File: config.mk
export PLATFORM = sky130hd
export DESIGN_NAME = stopwatch_controller
export DESIGN_NICKNAME = d
export VERILOG_FILES = /design/src/rtl/stopwatch_controller.sv
export SDC_FILE = /design/constraint.sdc
export NUM_CORES = 1
export LEC_CHECK = 0
export CORE_MARGIN = 8
export CORE_UTILIZATION = 60
export CTS_CLUSTER_DIAMETER = 200
export DETAILED_ROUTE_END_ITERATION = 10
export MAX_ROUTING_LAYER = met4
export PLACE_DENSITY = 0.88
export SKIP_LAST_GASP = 1
export SLEW_MARGIN = 20
export SYNTH_ARGS = -nofsm -noshare
export SYNTH_HDL_FRONTEND = slang
export SYNTH_SLANG_ARGS = --single-unit
export TNS_END_PERCENT = 10
File: constraint.sdc
create_clock -name i_Clk -period 2.45 [get_ports i_Clk]
set_input_delay 0.3675 -clock i_Clk [delete_from_list [all_inputs] [get_ports i_Clk]]
set_output_delay 0.3675 -clock i_Clk [all_outputs]
set_load 0.01 [all_outputs]
File: src/rtl/stopwatch_controller.sv
`default_nettype none
// ============================================================================
// Module      : stopwatch_controller
// Description : Sequencing controller for a 00-99 stopwatch datapath.
//               Two debounced switches drive an IDLE/RUN/PAUSE/LAP FSM.
//               The FSM issues count-enable ticks, clear strobes and a
//               display-hold flag.
//               The optional macro STOPWATCH_AUTOSTOP_EN enables pausing
//               at MAX_COUNT instead of letting the datapath wrap.
// Revision    : 1.0  initial release
// ============================================================================
module stopwatch_controller #(
  parameter int DEBOUNCE_LIMIT = 250_000,
  parameter int TICK_PERIOD    = 12_500_000,
  parameter int MAX_COUNT      = 99
) (
  input  logic       i_Clk,
  input  logic       i_Rst_L,
  input  logic       i_Switch_1,
  input  logic       i_Switch_2,
  input  logic [6:0] i_Count,
  output logic       o_Count_En,
  output logic       o_Count_Clr,
  output logic       o_Hold,
  output logic [1:0] o_State
);

  localparam int DB_W   = $clog2(DEBOUNCE_LIMIT + 1);
  localparam int TICK_W = $clog2(TICK_PERIOD + 1);
  localparam logic [DB_W-1:0]   DB_LAST   = DB_W'(DEBOUNCE_LIMIT - 1);
  localparam logic [TICK_W-1:0] TICK_LAST = TICK_W'(TICK_PERIOD - 1);

  typedef enum logic [1:0] {
    ST_IDLE  = 2'd0,
    ST_RUN   = 2'd1,
    ST_PAUSE = 2'd2,
    ST_LAP   = 2'd3
  } state_t;

  state_t state;
  state_t state_next;

  logic [1:0]        raw_sw;
  logic [1:0]        press;
  logic [TICK_W-1:0] tick_cnt;
  logic              running;
  logic              wrap;
  logic              autostop;
  logic              clr_next;
  logic              en_next;
  logic              restart;

  assign raw_sw = {i_Switch_2, i_Switch_1};

  // Per-switch input path: two-flop synchronizer, stability counter, rising-edge pulse
  for (genvar i = 0; i < 2; i++) begin : g_switch
    logic            meta;
    logic            sync;
    logic            level;
    logic            level_d;
    logic            pulse;
    logic [DB_W-1:0] db_cnt;

    // Level flips only after the synced input has disagreed for DEBOUNCE_LIMIT clocks
    always_ff @(posedge i_Clk or negedge i_Rst_L) begin
      if (!i_Rst_L) begin
        meta    <= 1'b0;
        sync    <= 1'b0;
        level   <= 1'b0;
        level_d <= 1'b0;
        pulse   <= 1'b0;
        db_cnt  <= '0;
      end else begin
        meta    <= raw_sw[i];
        sync    <= meta;
        if (sync == level) begin
          db_cnt <= '0;
        end else if (db_cnt == DB_LAST) begin
          db_cnt <= '0;
          level  <= sync;
        end else begin
          db_cnt <= db_cnt + 1'b1;
        end
        level_d <= level;
        pulse   <= level & ~level_d;
      end
    end

    assign press[i] = pulse;
  end

  assign running = (state == ST_RUN) || (state == ST_LAP);
  assign wrap    = running && (tick_cnt == TICK_LAST);
  // Entering RUN from a stopped state restarts the tick phase; LAP->RUN keeps it
  assign restart = ((state == ST_IDLE) || (state == ST_PAUSE)) && (state_next == ST_RUN);

`ifdef STOPWATCH_AUTOSTOP_EN
  logic armed;

  assign autostop = wrap && armed && (i_Count == 7'(MAX_COUNT));

  // After an auto-stop, stay disarmed until the count has moved off MAX_COUNT
  always_ff @(posedge i_Clk or negedge i_Rst_L) begin
    if (!i_Rst_L) begin
      armed <= 1'b1;
    end else if (autostop) begin
      armed <= 1'b0;
    end else if (i_Count != 7'(MAX_COUNT)) begin
      armed <= 1'b1;
    end
  end
`else
  logic unused_cfg;

  assign autostop   = 1'b0;
  assign unused_cfg = ^{i_Count, 7'(MAX_COUNT)};
`endif

  // Next-state and strobe decode; P1 takes priority over P2, auto-stop over both
  always_comb begin
    state_next = state;
    clr_next   = 1'b0;
    case (state)
      ST_IDLE: begin
        if (press[0]) begin
          state_next = ST_RUN;
        end else if (press[1]) begin
          state_next = ST_IDLE;
          clr_next   = 1'b1;
        end
      end
      ST_RUN: begin
        if (press[0]) begin
          state_next = ST_PAUSE;
        end else if (press[1]) begin
          state_next = ST_LAP;
        end
      end
      ST_PAUSE: begin
        if (press[0]) begin
          state_next = ST_RUN;
        end else if (press[1]) begin
          state_next = ST_IDLE;
          clr_next   = 1'b1;
        end
      end
      ST_LAP: begin
        if (press[0]) begin
          state_next = ST_PAUSE;
        end else if (press[1]) begin
          state_next = ST_RUN;
        end
      end
      default: state_next = ST_IDLE;
    endcase
    if (autostop) begin
      state_next = ST_PAUSE;
      clr_next   = 1'b0;
    end
    en_next = wrap && ((state_next == ST_RUN) || (state_next == ST_LAP));
  end

  // State and registered output strobes
  always_ff @(posedge i_Clk or negedge i_Rst_L) begin
    if (!i_Rst_L) begin
      state       <= ST_IDLE;
      o_Count_En  <= 1'b0;
      o_Count_Clr <= 1'b0;
      o_Hold      <= 1'b0;
    end else begin
      state       <= state_next;
      o_Count_En  <= en_next;
      o_Count_Clr <= clr_next;
      o_Hold      <= (state_next == ST_LAP);
    end
  end

  // Tick phase counter, advancing only while the stopwatch is counting
  always_ff @(posedge i_Clk or negedge i_Rst_L) begin
    if (!i_Rst_L) begin
      tick_cnt <= '0;
    end else if (restart) begin
      tick_cnt <= '0;
    end else if (running) begin
      tick_cnt <= wrap ? '0 : tick_cnt + 1'b1;
    end
  end

  assign o_State = state;

endmodule
`default_nettype wire

# Word-level counts from Yosys, hierarchy flattened
# Index checks and enable logic that the tools add are counted.
# Widths: inputs -> output; s select.
# totals
register_bits,75
inputBits,11
output_inout_bits,5
wordCells,64
# classes
n_addsub,3
eq_ne,10
muxes,17
bitwise,6
n_reduce_logical,11
# ops
operator,n
$mux 18,4
$mux 24,3
$add 18x1->18 const B,2
$eq 18x18->1 const B,2
$add 24x1->24 const B,1
$eq 24x24->1 const B,1
$mux 2,6
$eq 2x2->1 const B,3
$pmux 2 s3,1
$eq 2x1->1 const B,2
$not 1->1,4
$reduce_and 2->1,2
$logic_and 1x1->1,3
$logic_or 1x1->1,3
$mux 1,3
$and 1x1->1,2
$eq 1x1->1,2
$logic_not 2->1,1
$reduce_bool 2->1,1
$reduce_or 2->1,1

# Depth between registers and ports, before layout
# logic_depth
depth_word,6
ltp_mapped,7
mapped_depth_nobuf,6

# Worst setup path after synthesis
# Ideal clock, no wire load.
# synth_timing
kind,flip-flop to flip-flop
start,register tick_cnt[0]
end,register tick_cnt[16]
arrival_ns,2.001
required_time_ns,2.381
setup_slack_ns,0.380
stages_incl_launch_ff,8
cell_sequence,dfrtp_1 > ha_1 > nand3_1 > or3_1 > buf_2 > or4_1 > or3_1 > nand3_1
# synth_between
elab_chain_len,5
word_cells_on_any_way,6
# synth_lines
item,line,source
from (decl),45,logic [TICK_W-1:0] tick_cnt;
from (signal assigned),185,tick_cnt <= wrap ? '0 : tick_cnt + 1'b1;
branches (longest 2 deep; another with $add 24x1->24),n/a,
$mux 24 *,185,
$mux 24 *,184,end else if (running) begin
$mux 24 *,182,end else if (restart) begin
# Every way passes the cells marked *. The select of a mux whose other input is x is not followed.
# A chain may end at the register's enable or synchronous reset.

# Worst setup path in the final report
# layout_timing
start,register tick_cnt[9]
end,register tick_cnt[9]
# The elaborated chain is that of the path after synthesis.

==> summary.md <==
The flow ran to the end, and the final reports show no timing, DRC or antenna violations. The final period utilization came out at 0.934. For the final routed database, the setup TNS stands at 0 ns. STA classifies the critical path endpoint as a register. The tree is rooted in a sky130_fd_sc_hd__clkbuf_8. By area the synthesized netlist is led by sky130_fd_sc_hd__dfrtp_1 52%, sky130_fd_sc_hd__xor2_1 5.6%, sky130_fd_sc_hd__nor2_1 5.2%. For this design, the CTS-stage hold fixing added 0 buffers.

The logs give 0 for the count of unresolved DRC violations after routing and 2.52 ns for the arrival time reported for the critical path endpoint. The count of endpoints failing setup in the final report came out at 0. On the final layout, the worst clock skew is 0.0114 ns.

Leaving out filler cells and counting taps, the final layout contains 467. Wire segments on met3 add up to 416 um in the final route. In this run the deepest clock path goes through 2 buffers. In this run the worst hold path is classified as in -> async.

Setup repair after global routing left no endpoint under its margin. Walking the worst path, the cells encountered are or4_1 -> nor4_2 -> a41oi_2 -> buf_4 -> a21oi_1 -> o22ai_1. For the worst-case headroom to the max-slew limit, the log shows 0.408. Detailed routing placed a total of 3.55 mm of wire on met2. For this design the top-level I/O count stands at 16.

From left edge to right edge, the die measures 93.3 um. Ranked by instance count, the synthesized netlist is headed by 75 x sky130_fd_sc_hd__dfrtp_1, 50 x sky130_fd_sc_hd__nor2_1, 30 x sky130_fd_sc_hd__nand2_1. The tools report the total count of hold-check failures in the final report as 0. Number of flip-flops and latches in the synthesized netlist: 75. The power density over the cells was 543 nW/um^2; the number of slew-limit violations in the final report was 0.

In this run the critical register-to-register path is captured at tick_cnt[9]. The starting DRC count in detailed routing is 234. At the worst endpoint, the required time is 2.68 ns. The worst path meets setup with 0.161 ns of slack.

For this run, the top clock speed supported by timing is 437 MHz. The worst-margin pin slew was 0.887 ns; the number of max-cap violations was 0. The analysis attributes to cell leakage a power of 1.72 nW. The number of nets still failing antenna checks after routing came out at 0.

After detailed routing, the average wire length per cell comes to 15.7 um. The number of rows created at floorplan is 28. The first global-routing pass estimated 12.7 mm of wire. For this run, the detailed router's first-pass iteration total came to 5. The initial antenna violation count was 0; the worst setup slack for register-to-register paths was 0.16 ns.

The via count of the first global-routing pass is 2711, and the number of nets in the synthesized netlist is 381. The clock slew at the register clock pins of the worst setup and hold paths was 0.08 ns; the core region area was 5850 sq um. The largest incremental delay on the critical path was 0.55 ns; the via-per-instance ratio was 5.98.

In this run, distinct cell masters in the synthesized netlist total 40. The post-place setup slack is 0.233 ns. Counting flops with a built-in enable in the synthesized netlist gives 0.

The depth of the worst register-to-register path was 6. The logs give 2.15 mW for the overall power after layout and 0.612 for the starting density of the core. The residual overflow from global routing is 0. The cell count after synthesis is 367. Among all stages on the critical path, the largest delay is contributed by sky130_fd_sc_hd__or4_1. On the final layout, the worst hold slack is 0.143 ns.

The die boundary height is 93.3 um, and the filler cell count in the final layout is 396. For the count of antenna diodes in the layout, the log shows 0. For the largest net degree at the start of global routing, the log shows 76.

The highest net fanout along the worst path came out at 7. The Yosys step of the flow raised 0 warnings. The worst-case IR drop observed on VDD is 404 uV. Detailed placement finished with a half-perimeter wire length of 4.68 mm.

TritonCTS built the clock tree. For this run, the leading register cell type out of synthesis is sky130_fd_sc_hd__dfrtp_1. Launch point of the worst reg-to-reg path: tick_cnt[9].

Layout cell share with drive strength beyond 1: 0.0893. The share of the synthesized area in the top cell type is 0.524. The final route contains 2793 vias. In the final routing, the length of wire on met1 measures 3.15 mm. The kind of critical path is reg -> reg.

The clock net sink count was 75; the number of buffers added for setup after CTS was 0. In this run, placement finished with an instance count of 452. The run gives 9 as the number of CTS-inserted buffers. Summed over all layers, the routed wires come to 7.34 mm.

The final layout contains 402 nets. Routability-driven placement finished with a final weighted congestion of 0.866. For the depth of the CTS H-tree, the log shows 3. The worst setup path is launched from a register.

After clock tree synthesis, the repair step resized 0 gates. The overall routing resource usage was 0.188; the die footprint was 8700 sq um. Summed over all instances, the cell type with the most area after synthesis is sky130_fd_sc_hd__dfrtp_1. Routed signal wires occupy layers up through met4. The average size of a mapped cell is 9.76 sq um. The quantity of I/O buffers inserted on ports came out at 8. The most frequent cell after synthesis was sky130_fd_sc_hd__dfrtp_1.

The share of synthesized registers carrying an async set or reset was 1.00; the layout overhead on the synthesized area was 10.6%. The cell area after synthesis came out at 3580 sq um. Clock period minus final worst setup slack: 2.29 ns. The part of the Yosys area used for sequential elements came out at 0.524. The later pin in the worst-skew pair is clocked with a latency of 0.36 ns.
==> worst max path at each step <==
stage,from,endpoint,slack [ns],cells after the start
after floorplan,tick_cnt[0],tick_cnt[16],0.38,7
after global placement,tick_cnt[9],tick_cnt[21],0.27,5
after detailed placement,tick_cnt[9],tick_cnt[9],0.23,6
after CTS,tick_cnt[9],tick_cnt[9],0.18,6
after global routing,tick_cnt[9],tick_cnt[9],0.04,6
final,tick_cnt[9],tick_cnt[9],0.16,6
==> per-stage QoR <==
step | area, sq um | util
finish | 3960 | 0.677
global route | 3960 | 0.677
CTS | 3960 | 0.677
detailed placement | 3790 | 0.648
global placement | 3790 | 0.648
floorplan | 3580 | -
==> cells in the final DEF, fill, tap and decap left out, types with 11 or more instances in the layout <==
cell | synthesis | final
sky130_fd_sc_hd__xnor2_1 | 14 | 14
sky130_fd_sc_hd__dfrtp_1 | 75 | 75
sky130_fd_sc_hd__nand2_1 | 30 | 30
sky130_fd_sc_hd__o21ai_0 | 14 | 14
sky130_fd_sc_hd__xor2_1 | 23 | 23
sky130_fd_sc_hd__inv_1 | 14 | 14
sky130_fd_sc_hd__nand3_1 | 27 | 27
sky130_fd_sc_hd__nor2_1 | 50 | 50
sky130_fd_sc_hd__nand4_1 | 15 | 15
sky130_fd_sc_hd__buf_4 | 0 | 13
sky130_fd_sc_hd__a21oi_1 | 11 | 11
==> kinds of logic after synthesis <==
| family | synth area share |
|---|---|
| buffers and inverters | 0.0283 |
| DFF | 0.524 |
| muxes | 0.00908 |
| xor gates and xnor gates | 0.0905 |
| and+or+nand+nor | 0.262 |
| AOI/OAI and AO/OA | 0.0755 |
| adders and majority gates | 0.0105 |
==> worst max-delay path, delay by kind of cell, from the launching register on <==
kind            cells  cell delay (ns)
compound gates      3             0.56
buf+inv             1             0.27
simple gates        2             0.96
flops               1             0.38
==> metal layers <==
metal	up-vias	global-route usage
met5	-	-
met4	0	0.103
met3	25	0.0393
met2	79	0.288
met1	1363	0.227
li1	1326	-
==> flip-flops by register name, summed over array words and instances (netlist names), 2 cells and up <==
register / flops
g_switch.sync: 2
g_switch.db_cnt: 36
g_switch.level_d: 2
tick_cnt: 24
g_switch.level: 2
o_State: 2
g_switch.meta: 2
g_switch.pulse: 2
==> power by group <==
group	internal [mW]	switching, mW	total [mW]
combinational	0.0145	0.0390	0.0535
clock	0.390	0.451	0.841
sequential	1.25	0.00905	1.26
==> layout make-up <==
cell class	count	area, sq um	share of cell area
sequential	75	1880	0.474
multi-input combinational	268	1600	0.405
timing repair buffer	20	168	0.0423
clock buffer	11	141	0.0357
tap	75	93.8	0.0237
inverter	14	52.6	0.0133
clock inverter	4	26.3	0.00663
Power figures use the tool's default switching activity.
